<file path="src/rtl/alu_pkg.sv">
// Shared definitions for the ALU issuer: opcodes, issuer state encoding and
// the default WAIT timeout.
package alu_pkg;

    typedef enum logic [2:0] {
        OP_ADD = 3'b000,
        OP_SUB = 3'b001,
        OP_MUL = 3'b010,
        OP_DIV = 3'b011,
        OP_AND = 3'b100,
        OP_OR  = 3'b101,
        OP_XOR = 3'b110
    } alu_op_e;

    typedef enum logic [1:0] {
        ST_IDLE  = 2'b00,
        ST_ISSUE = 2'b01,
        ST_WAIT  = 2'b10,
        ST_RESP  = 2'b11
    } issuer_state_e;

    localparam int unsigned DEFAULT_TIMEOUT_CYCLES = 64;

endpackage

</file>
<file path="src/rtl/alu_issuer_if.sv">
// Command, ALU and response signals of the issuer bundled as one interface.
// master = issuer side, slave = upstream/ALU/downstream environment side.
interface alu_issuer_if;
    import alu_pkg::*;

    logic        cmd_valid;
    logic        cmd_ready;
    alu_op_e     cmd_op;
    logic [7:0]  cmd_a;
    logic [7:0]  cmd_b;

    logic        alu_start;
    alu_op_e     alu_op;
    logic [7:0]  alu_a;
    logic [7:0]  alu_b;
    logic        alu_done;
    logic [15:0] alu_result;

    logic        rsp_valid;
    logic        rsp_ready;
    logic [15:0] rsp_result;
    alu_op_e     rsp_op;
    logic        rsp_timeout;

    logic        busy;
    logic [7:0]  ops_done;

    modport master (
        input  cmd_valid, cmd_op, cmd_a, cmd_b, alu_done, alu_result, rsp_ready,
        output cmd_ready, alu_start, alu_op, alu_a, alu_b,
               rsp_valid, rsp_result, rsp_op, rsp_timeout, busy, ops_done
    );

    modport slave (
        output cmd_valid, cmd_op, cmd_a, cmd_b, alu_done, alu_result, rsp_ready,
        input  cmd_ready, alu_start, alu_op, alu_a, alu_b,
               rsp_valid, rsp_result, rsp_op, rsp_timeout, busy, ops_done
    );

endinterface

</file>
<file path="src/rtl/alu_done_watch.sv">
// Rising-edge detector on alu_done plus the WAIT timeout counter.
// Both are only meaningful while arm is high; the counter restarts at 0 each time arm rises.
module alu_done_watch
    import alu_pkg::*;
#(
    parameter int unsigned TIMEOUT_CYCLES = DEFAULT_TIMEOUT_CYCLES
) (
    input  logic clk,
    input  logic reset,
    input  logic alu_done,
    input  logic arm,
    output logic rise,
    output logic expired
);

    localparam int unsigned CNT_W = (TIMEOUT_CYCLES > 1) ? $clog2(TIMEOUT_CYCLES) : 1;

    logic             done_prev_q;
    logic [CNT_W-1:0] wait_cnt_q;
    logic [CNT_W-1:0] wait_cnt_d;

    always_comb begin
        wait_cnt_d = '0;
        if (arm) begin
            wait_cnt_d = wait_cnt_q + 1'b1;
        end
    end

    // done_prev runs in every state so a level left high by an earlier op never looks like a rise
    always_ff @(posedge clk or negedge reset) begin
        if (!reset) begin
            done_prev_q <= 1'b0;
            wait_cnt_q  <= '0;
        end else begin
            done_prev_q <= alu_done;
            wait_cnt_q  <= wait_cnt_d;
        end
    end

    assign rise    = arm & alu_done & ~done_prev_q;
    assign expired = arm & (wait_cnt_q == CNT_W'(TIMEOUT_CYCLES - 1));

endmodule

</file>
<file path="src/rtl/alu_issuer.sv">
// Single-outstanding command issuer: accepts one command, starts the ALU,
// waits for completion or timeout, and holds the response until taken.
module alu_issuer
    import alu_pkg::*;
#(
    parameter int unsigned TIMEOUT_CYCLES = DEFAULT_TIMEOUT_CYCLES
) (
    input  logic         clk,
    input  logic         reset,
    alu_issuer_if.master bus
);

    issuer_state_e state_q;
    issuer_state_e state_d;

    alu_op_e     alu_op_q;
    logic [7:0]  alu_a_q;
    logic [7:0]  alu_b_q;
    logic [15:0] rsp_result_q;
    alu_op_e     rsp_op_q;
    logic        rsp_timeout_q;
    logic [7:0]  ops_done_q;

    logic cmd_ready;
    logic alu_start;
    logic rsp_valid;
    logic busy;
    logic accept;
    logic rsp_hs;
    logic wait_arm;
    logic done_rise;
    logic wait_expired;

    alu_done_watch #(
        .TIMEOUT_CYCLES (TIMEOUT_CYCLES)
    ) u_done_watch (
        .clk      (clk),
        .reset    (reset),
        .alu_done (bus.alu_done),
        .arm      (wait_arm),
        .rise     (done_rise),
        .expired  (wait_expired)
    );

    assign wait_arm = (state_q == ST_WAIT);
    assign accept   = bus.cmd_valid & cmd_ready;
    assign rsp_hs   = rsp_valid & bus.rsp_ready;

    always_ff @(posedge clk or negedge reset) begin
        if (!reset) begin
            state_q <= ST_IDLE;
        end else begin
            state_q <= state_d;
        end
    end

    always_comb begin
        state_d = state_q;
        case (state_q)
            ST_IDLE:  if (accept) state_d = ST_ISSUE;
            ST_ISSUE: state_d = ST_WAIT;
            ST_WAIT:  if (done_rise || wait_expired) state_d = ST_RESP;
            ST_RESP:  if (rsp_hs) state_d = ST_IDLE;
            default:  state_d = ST_IDLE;
        endcase
    end

    always_comb begin
        cmd_ready = 1'b0;
        alu_start = 1'b0;
        rsp_valid = 1'b0;
        busy      = 1'b1;
        case (state_q)
            ST_IDLE: begin
                cmd_ready = 1'b1;
                busy      = 1'b0;
            end
            ST_ISSUE: alu_start = 1'b1;
            ST_RESP:  rsp_valid = 1'b1;
            default:  ;
        endcase
    end

    // A rise in the same cycle as expiry is a real result, so it takes priority
    always_ff @(posedge clk or negedge reset) begin
        if (!reset) begin
            alu_op_q      <= OP_ADD;
            alu_a_q       <= '0;
            alu_b_q       <= '0;
            rsp_result_q  <= '0;
            rsp_op_q      <= OP_ADD;
            rsp_timeout_q <= 1'b0;
            ops_done_q    <= '0;
        end else begin
            if (accept) begin
                alu_op_q <= bus.cmd_op;
                alu_a_q  <= bus.cmd_a;
                alu_b_q  <= bus.cmd_b;
            end
            if (wait_arm && done_rise) begin
                rsp_result_q  <= bus.alu_result;
                rsp_op_q      <= alu_op_q;
                rsp_timeout_q <= 1'b0;
            end else if (wait_arm && wait_expired) begin
                rsp_result_q  <= '0;
                rsp_op_q      <= alu_op_q;
                rsp_timeout_q <= 1'b1;
            end
            if (rsp_hs) begin
                ops_done_q <= ops_done_q + 8'd1;
            end
        end
    end

    assign bus.cmd_ready   = cmd_ready;
    assign bus.alu_start   = alu_start;
    assign bus.alu_op      = alu_op_q;
    assign bus.alu_a       = alu_a_q;
    assign bus.alu_b       = alu_b_q;
    assign bus.rsp_valid   = rsp_valid;
    assign bus.rsp_result  = rsp_result_q;
    assign bus.rsp_op      = rsp_op_q;
    assign bus.rsp_timeout = rsp_timeout_q;
    assign bus.busy        = busy;
    assign bus.ops_done    = ops_done_q;

endmodule
</file>
<file path="src/flat_wrapper.sv">
// flat-port wrapper written by rule: the top's interface ports become plain ports
module alu_issuer_flat import alu_pkg::*;
#(
    parameter int unsigned TIMEOUT_CYCLES = DEFAULT_TIMEOUT_CYCLES
)
  (clk, reset, bus_cmd_valid, bus_cmd_op, bus_cmd_a, bus_cmd_b, bus_alu_done, bus_alu_result, bus_rsp_ready, bus_cmd_ready, bus_alu_start, bus_alu_op, bus_alu_a, bus_alu_b, bus_rsp_valid, bus_rsp_result, bus_rsp_op, bus_rsp_timeout, bus_busy, bus_ops_done);
  alu_issuer_if bus_i ();
  input  logic clk;
  input  logic reset;
  input wire logic [$bits(bus_i.cmd_valid)-1:0] bus_cmd_valid;
  input wire logic [$bits(bus_i.cmd_op)-1:0] bus_cmd_op;
  input wire logic [$bits(bus_i.cmd_a)-1:0] bus_cmd_a;
  input wire logic [$bits(bus_i.cmd_b)-1:0] bus_cmd_b;
  input wire logic [$bits(bus_i.alu_done)-1:0] bus_alu_done;
  input wire logic [$bits(bus_i.alu_result)-1:0] bus_alu_result;
  input wire logic [$bits(bus_i.rsp_ready)-1:0] bus_rsp_ready;
  output wire logic [$bits(bus_i.cmd_ready)-1:0] bus_cmd_ready;
  output wire logic [$bits(bus_i.alu_start)-1:0] bus_alu_start;
  output wire logic [$bits(bus_i.alu_op)-1:0] bus_alu_op;
  output wire logic [$bits(bus_i.alu_a)-1:0] bus_alu_a;
  output wire logic [$bits(bus_i.alu_b)-1:0] bus_alu_b;
  output wire logic [$bits(bus_i.rsp_valid)-1:0] bus_rsp_valid;
  output wire logic [$bits(bus_i.rsp_result)-1:0] bus_rsp_result;
  output wire logic [$bits(bus_i.rsp_op)-1:0] bus_rsp_op;
  output wire logic [$bits(bus_i.rsp_timeout)-1:0] bus_rsp_timeout;
  output wire logic [$bits(bus_i.busy)-1:0] bus_busy;
  output wire logic [$bits(bus_i.ops_done)-1:0] bus_ops_done;
  assign bus_i.cmd_valid = bus_cmd_valid;
  assign bus_i.cmd_op = bus_cmd_op;
  assign bus_i.cmd_a = bus_cmd_a;
  assign bus_i.cmd_b = bus_cmd_b;
  assign bus_i.alu_done = bus_alu_done;
  assign bus_i.alu_result = bus_alu_result;
  assign bus_i.rsp_ready = bus_rsp_ready;
  assign bus_cmd_ready = bus_i.cmd_ready;
  assign bus_alu_start = bus_i.alu_start;
  assign bus_alu_op = bus_i.alu_op;
  assign bus_alu_a = bus_i.alu_a;
  assign bus_alu_b = bus_i.alu_b;
  assign bus_rsp_valid = bus_i.rsp_valid;
  assign bus_rsp_result = bus_i.rsp_result;
  assign bus_rsp_op = bus_i.rsp_op;
  assign bus_rsp_timeout = bus_i.rsp_timeout;
  assign bus_busy = bus_i.busy;
  assign bus_ops_done = bus_i.ops_done;
  alu_issuer #(.TIMEOUT_CYCLES(TIMEOUT_CYCLES)) u_core (.clk(clk), .reset(reset), .bus(bus_i));
endmodule
</file>
<file path="config.mk">
export PLATFORM = sky130hd
export DESIGN_NAME = alu_issuer_flat
export DESIGN_NICKNAME = d
export VERILOG_FILES = /design/src/rtl/alu_pkg.sv /design/src/rtl/alu_issuer_if.sv /design/src/rtl/alu_done_watch.sv /design/src/rtl/alu_issuer.sv /design/src/flat_wrapper.sv
export SDC_FILE = /design/constraint.sdc
export NUM_CORES = 1
export LEC_CHECK = 0
export ABC_AREA = 1
export CORE_ASPECT_RATIO = 0.7
export CORE_MARGIN = 1.5
export CORE_UTILIZATION = 45
export CTS_BUF_LIST = sky130_fd_sc_hd__clkbuf_8
export DETAILED_ROUTE_END_ITERATION = 10
export DONT_BUFFER_PORTS = 1
export PLACE_DENSITY_LB_ADDON = 0.08
export SETUP_SLACK_MARGIN = 0.02
export SKIP_CTS_REPAIR_TIMING = 1
export SLEW_MARGIN = 20
export SYNTH_ARGS = -nofsm -noshare
export SYNTH_HDL_FRONTEND = slang
export SYNTH_SLANG_ARGS = --single-unit
</file>
<file path="constraint.sdc">
create_clock -name clk -period 2.3 [get_ports clk]
set_input_delay 0.46 -clock clk [delete_from_list [all_inputs] [get_ports clk]]
set_output_delay 0.46 -clock clk [all_outputs]
set_load 0.005 [all_outputs]
</file>
; ---- After elaboration in Yosys (flattened, before gate mapping)
; Cells that the tools add are included.
[totals]
input_bits = 40
wordCells = 46
rom_bits = 0
out_inout_bits = 51
n_memories = 0
latchBits = 0
register_bits = 56
ramBits = 0
[classes]
div = 0
add_sub_neg = 2
mul = 0
reduce_logical = 6
n_shift = 0
eq_ne = 7
magnitude_cmp = 0
muxes = 15
bitwise = 6
[op_table]
columns = operator, n
row1 = $mux 16, 2
row2 = $add 8x1->8 const B, 1
row3 = $pmux 2 s4, 1
row4 = $add 6x1->6 const B, 1
row5 = $eq 6x6->1 const B, 1
row6 = $mux 1, 6
row7 = $mux 2, 3
row8 = $mux 3, 2
row9 = $mux 6, 1
row10 = $ne 2x1->1 const B, 3
row11 = $and 1x1->1, 5
row12 = $eq 2x2->1 const B, 2
row13 = $reduce_and 3->1, 1
row14 = $eq 2x1->1 const B, 1
row15 = $logic_and 1x1->1, 2
row16 = $logic_not 2->1, 1
row17 = $reduce_bool 2->1, 1
row18 = $logic_or 1x1->1, 1
row19 = $not 1->1, 1

; ---- Logic depth before layout (Yosys ltp)
; Gate-level depths: netlist of run 1.
[logic_depth]
word_depth = 6
mapped_depth = 9

; ---- By module
; A second synthesis of run 1 with hierarchy kept.
[unflattened]
hier_cells = 236
area_unflattened_um2 = 2439.8
[by_module_without_submodules]
columns = mod, seq_area_each_um2, instances, area_each_um2, cells_per_inst
row1 = alu_issuer, 1226.2, 1, 2115.8, 198
row2 = alu_done_watch, 175.2, 1, 324.1, 38

; ---- Worst setup path before layout of run 1
; No wires, ideal clock.
[synth_path]
path_type = flip-flop to flip-flop
start = reg u_core.state_q[0]
end = reg u_core.alu_a_q[0] (netlist: u_core.bus.alu_a[0])
path_stages_with_launch = 6
arrival_time_ns = 1.372
path_slack_ns = 0.804
period_less_slack_ns = 1.496
setup_time_ns = 0.125
cell_sequence = dfrtp_1 inv_1 ha_1 nand2_2 buf_4 mux2_2
[synth_via]
elab_chain_len = 3
[synth_lines]
columns = item, line
row1 = from (decl), alu_issuer.sv:13  ; issuer_state_e state_q;
row2 = from (signal assigned), alu_issuer.sv:53  ; state_q <= state_d;
row3 = $logic_not 2->1, alu_issuer.sv:73  ; case (state_q)
row4 = $mux 1, alu_issuer.sv:73
row5 = named net bus_cmd_ready, flat_wrapper.sv:17  ; output wire logic [$bits(bus_i.cmd_ready)-1:0] bus_cmd_ready;
row6 = $and 1x1->1, alu_issuer.sv:46  ; assign accept = bus.cmd_valid & cmd_ready;
row7 = to (signal assigned), alu_issuer.sv:97  ; alu_a_q <= bus.cmd_a;
row8 = to (decl), alu_issuer.sv:17  ; logic [7:0] alu_a_q;
; The timed path passes the listed nets, and every way through them passes these cells.
; A chain may end at the register's enable or synchronous reset.

; ---- Final worst setup path of run 1
[layout_path]
start = reg u_core.state_q[0]
end = reg u_core.state_q[0]
[layout_via]
elab_chain_len = 6
[layout_lines]
columns = item, line
row1 = $eq 2x2->1, "alu_issuer.sv:45, alu_issuer.sv:59"
row2 = $and 1x1->1 (2 in series), alu_done_watch.sv:40  ; assign rise = arm & alu_done & ~done_prev_q;
row3 = $logic_or 1x1->1, alu_issuer.sv:62  ; ST_WAIT: if (done_rise || wait_expired) state_d = ST_RESP;
row4 = $ne 2x1->1 (no line), -
row5 = $reduce_and 3->1 (no line), -
; Several ways; a longest one is shown, not always the timed one.

==> results, run 1 <==
- The top-area cell type share of the netlist area is 0.588.
- The final hold violation count is 0.
- The root buffer cell chosen for the clock tree is sky130_fd_sc_hd__clkbuf_8.
- The switching share of total power is 0.349.
- The number of antenna violations at the first check in global routing is 0.
- The detailed router's first-iteration violation count is 39.
- The number of diodes is 0.
- The global routing usage summed across all routing layers is 0.153.
- The floorplan row count is 21.
- In the synthesized netlist, the number of instances is approximately 220.
- The startpoint of the worst register-to-register path is u_core.state_q[0].
- The number of max-cap violations is 0.
- Relative to the synthesized area, the layout overhead comes to 6.72%.
- The synthesized flop and latch total is 56.
- Routability-driven placement finished with a final weighted congestion of 0.746.
- The detail-routed net length per standard cell is 14.6 um.
- The synthesized area per cell is between 10 and 15 um2.
- The number of nets at the end of the flow is 272.
- After synthesis the cells add up to approximately 2400 um2.
- The max-slew violation total from the final report came to 0.
- For the worst setup path, the data required time is 2.50 ns.
- After layout, the minimum clock period comes to 1.73 ns.
- The design area is ~2500 um2.
- The number of top-level design ports is 91.
- The footprint of the flip-flops and latches is 1400 um2.
- The area of the die is between 5000 and 6000 um2.
- The TritonCTS buffer count is 5.
- Dividing total power by cell area gives a power density of about 1200 nW/um2.
- The pin count of the biggest net entering global routing is 57.
- Measured in cells, the most critical reg-to-reg path has a length of 9.
- The via count of the first global-routing pass is between 1000 and 1500.
- The initial utilization of the core area, before any placement, comes to 0.483.
- Wires add up to 4320 um.
- Setup repair after global routing left no endpoint under its margin.
- The wire length of the first global-routing pass is approximately 6900 um.
- The share of the cycle needed by the critical path after routing is 0.753.
- The area taken by multi-input logic gates is 858 um2.
- In this run the worst setup path begins at u_core.state_q[0].
- The net count after synthesis is 270.
- VDD sags by at most approximately 0.00042 V.
- The clock latency on the worst-skew pair is 0.30 ns.
- Along the worst path, the maximum fanout reaches 22.
- Counting flops with a built-in enable in the synthesized netlist gives 0.
- After routing, the total negative slack on setup checks comes to 0 ns.
- The cell-internal power is 2.04 mW.
- In the post-synthesis netlist, the cell with the most instances is sky130_fd_sc_hd__nand2_1.
- The final-layout fill cell count is 459.
- The run finished with clean final reports.
- In the synthesized netlist the async set-or-reset flop fraction comes to 1.00.
- The setup check on the worst reg-to-reg path leaves a slack of around 0.57 ns.
- The non-filler instance count after layout is 295.
- The critical path in this run is classified as reg -> reg.
- The count of endpoints failing setup in the final report is 0.
- By area the synthesized netlist is led by sky130_fd_sc_hd__dfrtp_1 (59%), sky130_fd_sc_hd__mux2_2 (9.4%), sky130_fd_sc_hd__nand2_1 (9.3%).
- The first-pass detailed-route iteration total is 4.
- The die outline width is 90.0 um.
- The placed wire-length estimate after detailed placement is 3230 um.
- The worst setup path is launched from a register.
- Of the total power, registers draw 0.563.
- The leakage power of the design is around 1.3 nW.
- The die is 63.9 um tall.
- The longest clock path from root to sink contains 2 buffers.
- The total clock sinks is 56.
- The residual DRC count is 0.
- The commonest cells after synthesis are sky130_fd_sc_hd__nand2_1 (59), sky130_fd_sc_hd__dfrtp_1 (56), sky130_fd_sc_hd__nand3_1 (25), sky130_fd_sc_hd__mux2_2 (20), sky130_fd_sc_hd__inv_1 (17).
- The count of nets left with antenna violations once routing finished came out at 0.
- The endpoint of the lowest-slack register-to-register path is u_core.state_q[0].
- The H-tree was split into 2 levels.
- Summed over all layers, the global routing overflow is 0.
- Between clock sinks in the finished design, the worst skew comes to ~0.0058 ns.
- Clock-pin slew was measured on the worst setup and hold paths at about 0.1 ns.
- Port buffering added 0 buffers.
- The slew at the pin closest to its max-slew limit is 0.535 ns.
- The final route contains between 1000 and 1500 vias.
- The synthesized netlist contains 28 unique library cells.
- Once placement finished, the instance area stood at 2420 um2.
- TritonCTS built the clock tree.
- The count of yosys warnings during synthesis is 0.
- The most instantiated flip-flop cell in the synthesis netlist is sky130_fd_sc_hd__dfrtp_1.
- The net switching power is 1.09 mW.
- The relative slew slack is 0.641.
- Of all cell types, the one taking the most synthesized area is sky130_fd_sc_hd__dfrtp_1.
- The sequential cell area fraction in the yosys report is 0.588.
- The critical path ends at u_core.state_q[0].
- Of the total power, combinational logic draws 0.265.
- STA classifies the critical path endpoint as a register.
- The core region is roughly 5000 um2.
- The cell count after placement is 286.
- Derived from the worst setup path, the maximum achievable clock frequency is 577 MHz.
- The path class of the lowest-slack min-delay path is in -> async.
- Data arrives at the worst endpoint at approximately 1.9 ns.
- The share of final-layout standard cells stronger than drive strength 1 is 0.173.
- The share of total power dissipated in the clock network is 0.172.
- The post-detailed-route via-to-cell ratio is 5.03.
[kinds of logic (layout without fill, tap and decap cells)]
family	after synthesis	count (layout)	synth area share
compound gates	11	11	0.0262
xor+xnor	3	3	0.0110
fa+ha+maj	7	7	0.0367
buf+inv	25	28	0.0520
flops	56	56	0.588
mux	20	20	0.0945
simple gates	101	101	0.192
[worst min path at each step]
stage	start	endpoint	slack, ns	cells after the start
global route	reset	u_core.bus.alu_b[0]	0.009	1
global placement	reset	u_core.bus.ops_done[5]	0.17	0
finish	reset	u_core.bus.ops_done[2]	0.01	1
detailed placement	reset	u_core.bus.ops_done[5]	0.17	0
CTS	reset	u_core.bus.alu_a[6]	-0.17	0
floorplan	reset	u_core.bus.alu_a[0]	0.16	0
[layout make-up]
| class | count | share of cell area |
|---|---|---|
| Sequential cell | 56 | 0.551 |
| Multi-Input combinational cell | 142 | 0.337 |
| Tap cell | 69 | 0.0339 |
| Clock buffer | 6 | 0.0325 |
| Inverter | 19 | 0.0300 |
| Timing Repair Buffer | 1 | 0.0108 |
| Clock inverter | 2 | 0.00443 |
[per-layer routing]
metal / share of wire / vias up / track usage
li1: - / 718 / -
met1: 0.44 / 700 / 0.196
met2: 0.47 / 60 / 0.244
met3: 0.086 / 6 / 0.0595
met4: 0.0079 / 0 / 0.0417
met5: 0 / - / 0
[flip-flops by register name (all words and copies together), names as in the netlist]
| register | cells |
|---|---|
| u_core.bus.alu_a | 8 |
| u_core.bus.rsp_op | 3 |
| u_core.bus.rsp_result | 16 |
| u_core.u_done_watch.done_prev_q | 1 |
| u_core.bus.alu_op | 3 |
| u_core.bus.rsp_timeout | 1 |
| u_core.bus.alu_b | 8 |
| u_core.bus.ops_done | 8 |
| u_core.state_q | 2 |
| u_core.u_done_watch.wait_cnt_q | 6 |
[per-stage QoR]
stage                     setup WS [ns]  hold WS (ns)  power (mW)   util
after floorplan                   0.804         0.164        2.38      -
after global placement            0.663         0.166        2.54  0.490
after detailed placement          0.573         0.165        2.61  0.490
after CTS                         0.557        -0.167        3.15  0.509
after global routing              0.419       0.00872        3.39  0.515
final                             0.567       0.00984        3.13  0.515
[power groups by stage]
stage / sequential, mW / clock [mW] / combinational [mW]
after floorplan: 1.67 / 0 / 0.710
after global placement: 1.77 / 0 / 0.768
after detailed placement: 1.79 / 0 / 0.826
after CTS: 1.77 / 0.558 / 0.827
after global routing: 1.81 / 0.598 / 0.977
final: 1.76 / 0.537 / 0.831
[cell usage in the layout (no fill, tap or decap), types with 2 or more instances in the layout]
cell / synthesis / routed
sky130_fd_sc_hd__nand2_1: 59 / 59
sky130_fd_sc_hd__nand2_4: 2 / 2
sky130_fd_sc_hd__clkbuf_8: 0 / 6
sky130_fd_sc_hd__nor2_2: 2 / 2
sky130_fd_sc_hd__xnor2_1: 2 / 2
sky130_fd_sc_hd__dfrtp_1: 56 / 56
sky130_fd_sc_hd__a21oi_1: 5 / 5
sky130_fd_sc_hd__nor2_1: 6 / 6
sky130_fd_sc_hd__ha_1: 7 / 7
sky130_fd_sc_hd__o21ai_0: 3 / 3
sky130_fd_sc_hd__mux2_2: 20 / 20
sky130_fd_sc_hd__nand3_1: 25 / 25
sky130_fd_sc_hd__inv_1: 17 / 18
[worst max-delay path: stages, from the launching register on]
cell                      delay, ns
sky130_fd_sc_hd__dfrtp_1       0.42
sky130_fd_sc_hd__inv_1         0.11
sky130_fd_sc_hd__ha_1          0.32
sky130_fd_sc_hd__inv_2         0.10
sky130_fd_sc_hd__nor2_4        0.11
sky130_fd_sc_hd__nand2_4       0.18
sky130_fd_sc_hd__nand3_1       0.19
sky130_fd_sc_hd__nand2_1       0.09
sky130_fd_sc_hd__nand2_1       0.06
sky130_fd_sc_hd__nand2_1       0.05
Power figures use the tool's default switching activity.
==> inputs of run 2 (changes only) <==
==> constraint.sdc (replaced) <==
create_clock -name clk -period 1.55 [get_ports clk]
set_input_delay 0.31 -clock clk [delete_from_list [all_inputs] [get_ports clk]]
set_output_delay 0.31 -clock clk [all_outputs]
set_load 0.005 [all_outputs]
==> run 2 against run 1 <==
  * The run now ends with negative hold slack left
  * Critical path type unchanged
  * Critical endpoint is now u_core.bus.rsp_result[11]
  * Largest power group unchanged
  * Highest routed layer unchanged
  * Count of clock-buffer cells in the layout fell by 1
  * Non-clock buffer count rose by 8
  * Largest cell class unchanged
  * Via count rose by 3.5%
  * Fmax rose by 21%
  * Combinational power rose by 68%
==> results, run 2 (synthesis results as in run 1) <==
- The run finished, with violations left.
- The final reports fail on negative hold slack.
- The via count of the first global-routing pass is 1576 (+10%).
- The total of buffers placed on input and output ports came to 0 (unchanged).
- The CTS clock-pin slew for the worst setup and hold paths was 0.10 ns (about the same).
- The design area was 2640 um2 (+3.8%).
- The number of max-cap violations was 0 (unchanged).
- The detailed router's first-iteration violation count came to 40 (+2.6%).
- The remaining number of nets flagged by the antenna check after routing is 0 (unchanged).
- The timing-limited maximum frequency is 700 MHz (+21%).
- The initial cell density of the core is 0.483 (unchanged).
- The clock latency on the worst-skew pair is 0.31 ns (about the same).
- The slew at the pin closest to its max-slew limit is 0.233 ns (-0.301 ns).
- The pin count of the biggest net entering global routing came to 57 (unchanged).
- The first-pass detailed-route iteration total is 4 (unchanged).
- The total overflow reported by the global router came to 0 (unchanged).
- The arrival time of the worst setup path was 1.63 ns (-0.30 ns).
- The share of the cycle needed by the critical path after routing is 0.921 (+0.168).
- The total number of vias is 1536 (+3.5%).
- The number of antenna violations at the first check in global routing was 0 (unchanged).
- The worst supply voltage drop on vdd came to 0.000618 V (+47%).
- The final weighted congestion of routability-driven global placement is 0.712 (-4.5%).
- The total power density per cell area is 1820 nW/um2 (+48%).
- The slack of the worst reg-to-reg path is 0.12 ns (-0.45 ns).
- The count of endpoints failing setup in the final report is 0 (unchanged).
- The met2 track demand over resource is 0.263 (+0.0191).
- TritonCTS built the clock tree.
- The number of diodes is 0 (unchanged).
- The worst setup path is of the reg -> reg kind.
- The residual DRC count was 0 (unchanged).
- The die outline width is 90.0 um (unchanged).
- The number of top-level design ports is 91 (unchanged).
- The sum of negative setup slack is 0 ns (unchanged).
- Leaving out fill and tap cells, the most frequent cells in the layout are sky130_fd_sc_hd__nand2_1 (58), sky130_fd_sc_hd__dfrtp_1 (56), sky130_fd_sc_hd__nand3_1 (25).
- The worst register-to-register path begins at u_core.u_done_watch.wait_cnt_q[0].
- The detail-routed net length per standard cell is 14.5 um (-1.2%).
- The core outline area is 4940 um2 (unchanged).
- The post-detailed-route via-to-cell ratio is 5.07 (+0.77%).
- The post-detailed-routing wire length is 4390 um (+1.5%).
- The critical path endpoint category is a register.
- The number of cells on the worst reg-to-reg path is 7 (-2).
- The share of final-layout standard cells stronger than drive strength 1 is 0.226 (+0.0539).
- The leakage power of the design is 1.31 nW (+3.0%).
- The post-route minimum period was 1.43 ns (-0.305 ns).
- The pre-CTS worst setup slack is 0.0257 ns (-0.547 ns).
- The floorplan row count is 21 (unchanged).
- The relative slew slack is 0.845 (+0.204).
- The path class of the lowest-slack min-delay path is in -> async.
- The post-detailed-placement cell area came to 2500 um2 (+3.2%).
- The max-slew violation total from the final report is 0 (unchanged).
- The endpoint identified for the worst register-to-register timing path is u_core.bus.rsp_result[11].
- The total power was 4.80 mW (+53%).
- Relative to the synthesized area, the layout overhead comes to 10.8%.
- The count of H-tree levels built during CTS was 2 (unchanged).
- The largest driver fanout on the critical path is 21 (-4.5%).
- The area of the die came to 5750 um2 (unchanged).
- The chip height is 63.9 um (unchanged).
- The global routing usage on met3 came to 0.0607 (+0.00119).
- The worst clock skew came to 0.0104 ns (+0.00453 ns).
- The final hold violation count is 56 (+56).
- The final worst setup slack is 0.122 ns (-0.445 ns).
- The TritonCTS buffer count is 5 (unchanged).
- The global routing usage summed across all routing layers is 0.157 (+0.00390).
- The total clock sinks is 56 (unchanged).
- The number of buffers on the longest clock path is 2 (unchanged).
- The worst path required time was 1.75 ns (-0.75 ns).
- The root buffer cell is sky130_fd_sc_hd__clkbuf_8.
- The wire length of the first global-routing pass came to 7040 um (+2.0%).
- Setup repair after global routing left no endpoint under its margin.
- The most common cell after layout, fill and taps aside is sky130_fd_sc_hd__nand2_1.
- The flip-flop count of the largest register, all copies and words added was 16 (unchanged).
- STA classifies the critical path startpoint as a register.
- The placed wire-length estimate after detailed placement is 3320 um (+2.6%).
- The final-layout worst hold slack is -0.323 ns (-0.333 ns).
- The number of nets at the end of the flow is 280 (+2.9%).
- The met1 routing resource usage after global routing came to 0.179 (-0.0167).
- The most heavily used metal layer in global routing is met2.
-- run 2: worst max path at each step --
stage                     slack [ns]                               from  depth (start not counted)                        end
after floorplan                 0.05                  u_core.state_q[0]                          5        u_core.bus.alu_a[0]
after global routing            0.03                  u_core.state_q[0]                          9  u_core.bus.rsp_result[10]
after detailed placement        0.03                  u_core.state_q[0]                          9   u_core.bus.rsp_result[3]
after CTS                      0.003                  u_core.state_q[0]                          9   u_core.bus.rsp_result[3]
final                           0.12  u_core.u_done_watch.wait_cnt_q[0]                          7  u_core.bus.rsp_result[11]
after global placement          0.11                  u_core.state_q[0]                          9  u_core.bus.rsp_result[15]
-- run 2: final cells by class --
cell class              instances  area, um2
inverters                      19       76.3
multi-input cells             142        893
repair buffers                  9       92.6
fillers                       452       2300
flip-flops and latches         56       1400
clock inverters                 3       21.3
well taps                      69       86.3
clock buffers                   5       68.8
-- run 2: worst max-delay path, stage by stage (launching register included) --
cell	delay, ns
sky130_fd_sc_hd__dfrtp_1	0.39
sky130_fd_sc_hd__ha_1	0.21
sky130_fd_sc_hd__nand2_1	0.08
sky130_fd_sc_hd__nor2_2	0.18
sky130_fd_sc_hd__nand3_2	0.08
sky130_fd_sc_hd__buf_4	0.22
sky130_fd_sc_hd__nand3_1	0.10
sky130_fd_sc_hd__nand2_1	0.06
-- run 2: stage by stage --
stage	utilization	std cells
floorplan	-	223
global placement	0.506	293
detailed placement	0.506	293
CTS	0.524	301
global route	0.534	303
finish	0.534	303
-- run 2: power breakdown --
part | internal, mW | leakage [nW] | switching, mW
registers | 2.07 | 0.695 | 0.535
logic | 0.732 | 0.566 | 0.671
clock network | 0.321 | 0.0445 | 0.464
-- run 2: layer usage --
metal	wire length (um)	vias up
li1	-	738
met1	1810	727
met2	2130	63
met3	370	8
met4	69	0
met5	0	-
